`config.mk`:
```
export PLATFORM = sky130hd
export DESIGN_NAME = multicycle_control_unit
export DESIGN_NICKNAME = d
export VERILOG_FILES = /design/src/rtl/multicycle_control_unit.sv
export SDC_FILE = /design/constraint.sdc
export NUM_CORES = 1
export LEC_CHECK = 0
export BUFFER_PORTS_ARGS = -buffer_cell sky130_fd_sc_hd__buf_2
export CAP_MARGIN = 20
export CORE_ASPECT_RATIO = 0.8
export CORE_MARGIN = 2
export CORE_UTILIZATION = 35
export CTS_CLUSTER_DIAMETER = 100
export DETAILED_ROUTE_END_ITERATION = 10
export GPL_ROUTABILITY_DRIVEN = 0
export GPL_TIMING_DRIVEN = 0
export PLACE_DENSITY_LB_ADDON = 0.15
export SLEW_MARGIN = 20
export SYNTH_ARGS = -nofsm -noshare
export SYNTH_HDL_FRONTEND = slang
export SYNTH_SLANG_ARGS = --single-unit
```
`constraint.sdc`:
```
create_clock -name clk -period 2.5 [get_ports clk]
set_clock_uncertainty 0.05 [all_clocks]
set_input_delay 0.5 -clock clk [delete_from_list [all_inputs] [get_ports clk]]
set_output_delay 0.5 -clock clk [all_outputs]
set_load 0.005 [all_outputs]
```
`src/rtl/multicycle_control_unit.sv`:
```
// Multicycle control FSM for the RISC-V core.
// Sequences IDLE -> FETCH -> DECODE -> EXECUTE -> (MEM) -> WRITEBACK, with
// ready/request handshakes to instruction and data memory, per-opcode write
// enables, sticky illegal-opcode and memory-timeout traps into HALT, and a
// retired-instruction counter.
//
// Ports:
//   clk, rst          clock; asynchronous active-high reset
//   run               start/continue execution (sampled in IDLE and WRITEBACK)
//   opcode            instruction opcode, captured in DECODE
//   imem_ready        instruction memory ready
//   dmem_ready        data memory ready
//   imem_req, fetch   instruction fetch request / IR load enable (FETCH)
//   decode, execute   DECODE / EXECUTE phase strobes
//   dmem_req          data memory request (MEM)
//   dm_write_en       data memory write enable (MEM, store only)
//   rf_write_en       register file write enable (WRITEBACK, writing opcodes)
//   pc_write_en       PC update enable (WRITEBACK)
//   finished          instruction retired pulse (WRITEBACK)
//   illegal, timeout  sticky trap flags, cleared only by rst
//   state             current state encoding
//   instr_count       retired instruction count, wrapping
module multicycle_control_unit #(
  parameter int unsigned MEM_TIMEOUT = 16,
  parameter int unsigned CNT_WIDTH   = 32
) (
  input  logic                 clk,
  input  logic                 rst,
  input  logic                 run,
  input  logic [6:0]           opcode,
  input  logic                 imem_ready,
  input  logic                 dmem_ready,
  output logic                 imem_req,
  output logic                 fetch,
  output logic                 decode,
  output logic                 execute,
  output logic                 dmem_req,
  output logic                 dm_write_en,
  output logic                 rf_write_en,
  output logic                 pc_write_en,
  output logic                 finished,
  output logic                 illegal,
  output logic                 timeout,
  output logic [2:0]           state,
  output logic [CNT_WIDTH-1:0] instr_count
);

  typedef enum logic [2:0] {
    StIdle      = 3'd0,
    StFetch     = 3'd1,
    StDecode    = 3'd2,
    StExecute   = 3'd3,
    StMem       = 3'd4,
    StWriteback = 3'd5,
    StHalt      = 3'd7
  } state_e;

  localparam logic [6:0] OpR      = 7'b0110011;
  localparam logic [6:0] OpI      = 7'b0010011;
  localparam logic [6:0] OpLoad   = 7'b0000011;
  localparam logic [6:0] OpStore  = 7'b0100011;
  localparam logic [6:0] OpBranch = 7'b1100011;
  localparam logic [6:0] OpJal    = 7'b1101111;
  localparam logic [6:0] OpJalr   = 7'b1100111;
  localparam logic [6:0] OpLui    = 7'b0110111;
  localparam logic [6:0] OpAuipc  = 7'b0010111;
  localparam logic [6:0] OpSystem = 7'b1110011;

  // Wait counter only needs to reach MEM_TIMEOUT-1.
  localparam int unsigned WaitW = (MEM_TIMEOUT > 1) ? $clog2(MEM_TIMEOUT) : 1;
  localparam logic [WaitW-1:0] WaitMax = WaitW'(MEM_TIMEOUT - 1);

  function automatic logic is_legal(input logic [6:0] op);
    case (op)
      OpR, OpI, OpLoad, OpStore, OpBranch,
      OpJal, OpJalr, OpLui, OpAuipc, OpSystem: is_legal = 1'b1;
      default:                                 is_legal = 1'b0;
    endcase
  endfunction

  function automatic logic writes_rf(input logic [6:0] op);
    case (op)
      OpR, OpI, OpLoad, OpJal, OpJalr, OpLui, OpAuipc: writes_rf = 1'b1;
      default:                                         writes_rf = 1'b0;
    endcase
  endfunction

  state_e               state_q, state_d;
  logic [6:0]           opcode_q, opcode_d;
  logic [WaitW-1:0]     wait_q, wait_d;
  logic                 illegal_q, illegal_d;
  logic                 timeout_q, timeout_d;
  logic [CNT_WIDTH-1:0] count_q, count_d;
  logic                 timeout_hit;

  // A zero MEM_TIMEOUT disables trapping; the counter then just free-runs.
  assign timeout_hit = (MEM_TIMEOUT != 0) && (wait_q == WaitMax);

  always_comb begin
    state_d     = state_q;
    opcode_d    = opcode_q;
    wait_d      = wait_q;
    illegal_d   = illegal_q;
    timeout_d   = timeout_q;
    count_d     = count_q;
    imem_req    = 1'b0;
    fetch       = 1'b0;
    decode      = 1'b0;
    execute     = 1'b0;
    dmem_req    = 1'b0;
    dm_write_en = 1'b0;
    rf_write_en = 1'b0;
    pc_write_en = 1'b0;
    finished    = 1'b0;

    case (state_q)
      StIdle: begin
        if (run) begin
          state_d = StFetch;
          wait_d  = '0;
        end
      end
      StFetch: begin
        imem_req = 1'b1;
        fetch    = 1'b1;
        // Ready in the final allowed cycle still wins over the trap.
        if (imem_ready) begin
          state_d = StDecode;
        end else if (timeout_hit) begin
          state_d   = StHalt;
          timeout_d = 1'b1;
        end else begin
          wait_d = wait_q + WaitW'(1);
        end
      end
      StDecode: begin
        decode   = 1'b1;
        opcode_d = opcode;
        if (!is_legal(opcode)) begin
          state_d   = StHalt;
          illegal_d = 1'b1;
        end else if (opcode == OpSystem) begin
          state_d = StHalt;
        end else begin
          state_d = StExecute;
        end
      end
      StExecute: begin
        execute = 1'b1;
        if (opcode_q == OpLoad || opcode_q == OpStore) begin
          state_d = StMem;
          wait_d  = '0;
        end else begin
          state_d = StWriteback;
        end
      end
      StMem: begin
        dmem_req    = 1'b1;
        dm_write_en = (opcode_q == OpStore);
        if (dmem_ready) begin
          state_d = StWriteback;
        end else if (timeout_hit) begin
          state_d   = StHalt;
          timeout_d = 1'b1;
        end else begin
          wait_d = wait_q + WaitW'(1);
        end
      end
      StWriteback: begin
        pc_write_en = 1'b1;
        finished    = 1'b1;
        rf_write_en = writes_rf(opcode_q);
        count_d     = count_q + CNT_WIDTH'(1);
        if (run) begin
          state_d = StFetch;
          wait_d  = '0;
        end else begin
          state_d = StIdle;
        end
      end
      StHalt: begin
        // Parked until reset; flags hold.
      end
      default: begin
        state_d = StIdle;
      end
    endcase
  end

  always_ff @(posedge clk or posedge rst) begin
    if (rst) begin
      state_q   <= StIdle;
      opcode_q  <= '0;
      wait_q    <= '0;
      illegal_q <= 1'b0;
      timeout_q <= 1'b0;
      count_q   <= '0;
    end else begin
      state_q   <= state_d;
      opcode_q  <= opcode_d;
      wait_q    <= wait_d;
      illegal_q <= illegal_d;
      timeout_q <= timeout_d;
      count_q   <= count_d;
    end
  end

  assign state       = state_q;
  assign illegal     = illegal_q;
  assign timeout     = timeout_q;
  assign instr_count = count_q;

endmodule

```
==> flow_metrics.env <==
export IMPL_areaGrowthSynthToFinish_pct=21.31
export IMPL_worst_setup_path_start_kind="flop"
export IMPL_diodes=0
export IMPL_grt_pass1_wl_um=8811
export IMPL_synth_edff_count=0
export IMPL_worstSetupPathType="reg -> out"
export IMPL_nFillCells=684
export IMPL_synth_distinct_cells=48
export IMPL_grt_ovfl_total=0
export IMPL_cpLargestDelayFamily="buffers and inverters"
export IMPL_r2r_start="instr_count[4]"
export IMPL_fmax_mhz=447.6
export IMPL_worstSetupEndpointType="output port"
export IMPL_clkSlewWorstSetupHoldPaths_ns=0.09
export IMPL_cts_resized=0
export IMPL_fp_row_count=27
export IMPL_setup_viol=0
export IMPL_die_h_um=78.28
export IMPL_grt_max_degree=29
export IMPL_required_ns=1.95
export IMPL_irDropWorstVdd_uv=244.8
export IMPL_holdCritPathClass="in -> async"
export IMPL_syn_inst=226
export IMPL_clock_sinks=48
export IMPL_status="complete, no violations"
export IMPL_route_detailed_wl_per_inst_um=13.55
export IMPL_relSlewSlack=0.6386
export IMPL_tns_ns=0
export IMPL_grt_pass1_vias=1807
export IMPL_yosysWarnings=0
export IMPL_leakage_nw=1.410
export IMPL_cts_buffers_inserted=5
export IMPL_tightest_slew_ns=0.5354
export IMPL_cts_tree="built"
export IMPL_maxCapViolCount=0
export IMPL_root_buffer="clkbuf_8"
export IMPL_hold_viol_final=0
export IMPL_clockBufferDepth=2
export IMPL_clock_latency_ns=0.29
export IMPL_min_period_over_period=0.8936
export IMPL_firstDrtPassIters=4
export IMPL_ant_nets=0
export IMPL_cts_htree_levels=2
export IMPL_max_stage_delay_ns=0.44
export IMPL_place_area_um2=2828
export IMPL_coreArea_um2=6790
export IMPL_yosysSeqAreaShare=0.4977
export IMPL_initial_core_util=0.3554
export IMPL_drt_first_iter_violations=64
export IMPL_power_density_nw_per_um2=812.6
export IMPL_grt_use_total=0.1433
export IMPL_seqCellArea_um2=1201
export IMPL_wl_um=5137
export IMPL_die_area_um2=7581
export IMPL_die_w_um=96.85
export IMPL_startpoint="state[0]"
export IMPL_crit_buf_inv=2
export IMPL_num_io_pins=58
export IMPL_synth_seq_cells=48
export IMPL_critical_path_cell_chain="clkbuf_1 > nand2b_1 > nor2_1 > nand2_1 > nor2_1 > buf_2"
export IMPL_rsz0062_at_grt="no"
export IMPL_io_buffers=57
export IMPL_crit_path_top_delay_cell="dfrtp_1"
export IMPL_final_util=0.4312
export IMPL_hpwlAfterDp_um=3911
export IMPL_synth_main_ff_cell="dfrtp_1"
export IMPL_crit_fanout=10
export IMPL_final_area_um2=2928
export IMPL_antenna_found_initial=0
export IMPL_syn_nets=240
export IMPL_crit_arrival_ns=1.68
export IMPL_drive_gt1_frac=0.3151
export IMPL_hold_buffers=0
export IMPL_layout_nets=305
export IMPL_drv_slew=0
export IMPL_cts_setup_buffers=0
export IMPL_netlist_area_um2=2414
export IMPL_multi_input_area_um2=1167
export IMPL_post_route_min_period_ns=2.234
export IMPL_cpMostUsedCell="nor2_1"
export IMPL_drc=0
export IMPL_vias=1897
export IMPL_avgSynthCellArea_um2=10.68
export IMPL_synth_async_sr_flop_share=1.000
export IMPL_viasPerCell=5.005
==> cells by family after synthesis <==
group | after synthesis | synth area share
simple gates | 97 | 0.2343
compound gates | 29 | 0.08140
buf+inv | 11 | 0.02125
fa+ha+maj | 2 | 0.01037
mux | 7 | 0.03266
xor+xnor | 32 | 0.1223
flops | 48 | 0.4977
==> synthesized netlist by cell type, types with 2 or more instances <==
cell | number | area, um2
and3_1 | 5 | 31.28
nor2_1 | 19 | 71.32
dfrtp_1 | 48 | 1201
clkbuf_1 | 2 | 7.510
and2_1 | 3 | 18.77
ha_1 | 2 | 25.02
or2_2 | 3 | 18.77
nand2_1 | 18 | 67.56
o22ai_1 | 2 | 12.51
mux2_2 | 7 | 78.83
a21oi_1 | 8 | 40.04
or4_4 | 2 | 22.52
nand2b_4 | 2 | 27.53
nor2b_1 | 3 | 18.77
nor4_1 | 2 | 12.51
nand4_1 | 10 | 62.56
and4_1 | 2 | 17.52
xnor2_2 | 2 | 32.53
a22o_1 | 2 | 17.52
xnor2_1 | 22 | 192.7
o21ai_0 | 6 | 30.03
nand3_1 | 14 | 70.07
nor3_1 | 3 | 15.01
xor2_1 | 8 | 70.07
nor2_2 | 2 | 12.51
nand2b_1 | 3 | 18.77
inv_1 | 4 | 15.01
buf_4 | 2 | 15.01
==> flip-flops by register name, indices dropped and copies added, names as in the netlist <==
register / flops
wait_q: 4
instr_count: 32
state: 3
opcode_q: 7
timeout: 1
illegal: 1
==> cell usage in the layout (no fill, tap or decap), types with 2 or more instances in the layout <==
cell type,instances
nor4_1,2
nand2b_1,3
ha_1,2
nor2b_1,3
o21ai_0,6
nand3_1,14
xor2_1,8
xnor2_1,22
nor2_2,2
nor3_1,3
nand2_1,18
inv_1,3
and3_1,5
buf_2,58
mux2_2,7
or2_2,3
xnor2_2,2
buf_4,2
clkbuf_1,3
nor2_1,19
o22ai_1,2
and4_1,2
a22o_1,2
or4_4,2
nand2b_4,2
dfrtp_1,48
nand4_1,10
clkbuf_8,6
and2_1,3
a21oi_1,8
==> worst paths after layout <==
kind	to	slack, ns	cells past startpoint
max in group asynchronous	instr_count[7]	1.73	3
setup reg to reg	instr_count[27]	0.33	5
hold reg to reg	illegal	0.42	1
min in group clk	opcode_q[0]	0.40	2
setup / recovery	dm_write_en	0.27	6
hold / removal	opcode_q[0]	0.16	2
==> layer usage <==
layer  vias up  wire length, um  GRT usage
met2        36             2268     0.2160
met5         -                0          0
met3         5              191    0.03740
met1       927             2630     0.2056
li1        929                -          -
met4         0               46    0.03803
==> metrics by stage <==
| stage | setup WS [ns] | hold slack, ns | total power, W | instances |
|---|---|---|---|---|
| finish | 0.2661 | 0.1560 | 0.002379 | 379 |
| global route | 0.08561 | 0.1873 | 0.002556 | 379 |
| CTS | 0.08447 | 0.1668 | 0.002403 | 379 |
| detailed placement | 0.3130 | 0.3985 | 0.001910 | 371 |
| global placement | 0.06027 | 0.3972 | 0.001885 | 370 |
| floorplan | 0.6263 | 0.4090 | 0.001644 | 226 |
==> power breakdown <==
group	leakage, nW	internal, W	switching [W]
Sequential	0.630	0.000919	0.000172
Combinational	0.735	0.000384	0.000425
Clock	0.0445	0.000225	0.000255
Total	1.41	0.00153	0.000851
==> area by class of cell <==
cell class / count / share of cell area
clock inverter: 1 / 0.002564
inverter: 5 / 0.006838
sequential: 48 / 0.4103
tap: 87 / 0.03718
multi-input combinational: 167 / 0.3987
buffer: 6 / 0.01068
clock buffer: 7 / 0.02949
timing repair buffer: 58 / 0.1043
==> worst reg2reg max path: cells and delay by family, from the launching register on <==
family,cells,cell delay (ns)
DFF,1,0.46
and+or+nand+nor,4,1.40
xor gates and xnor gates,1,0.15
Note: power is estimated with default switching activity, not from simulation.
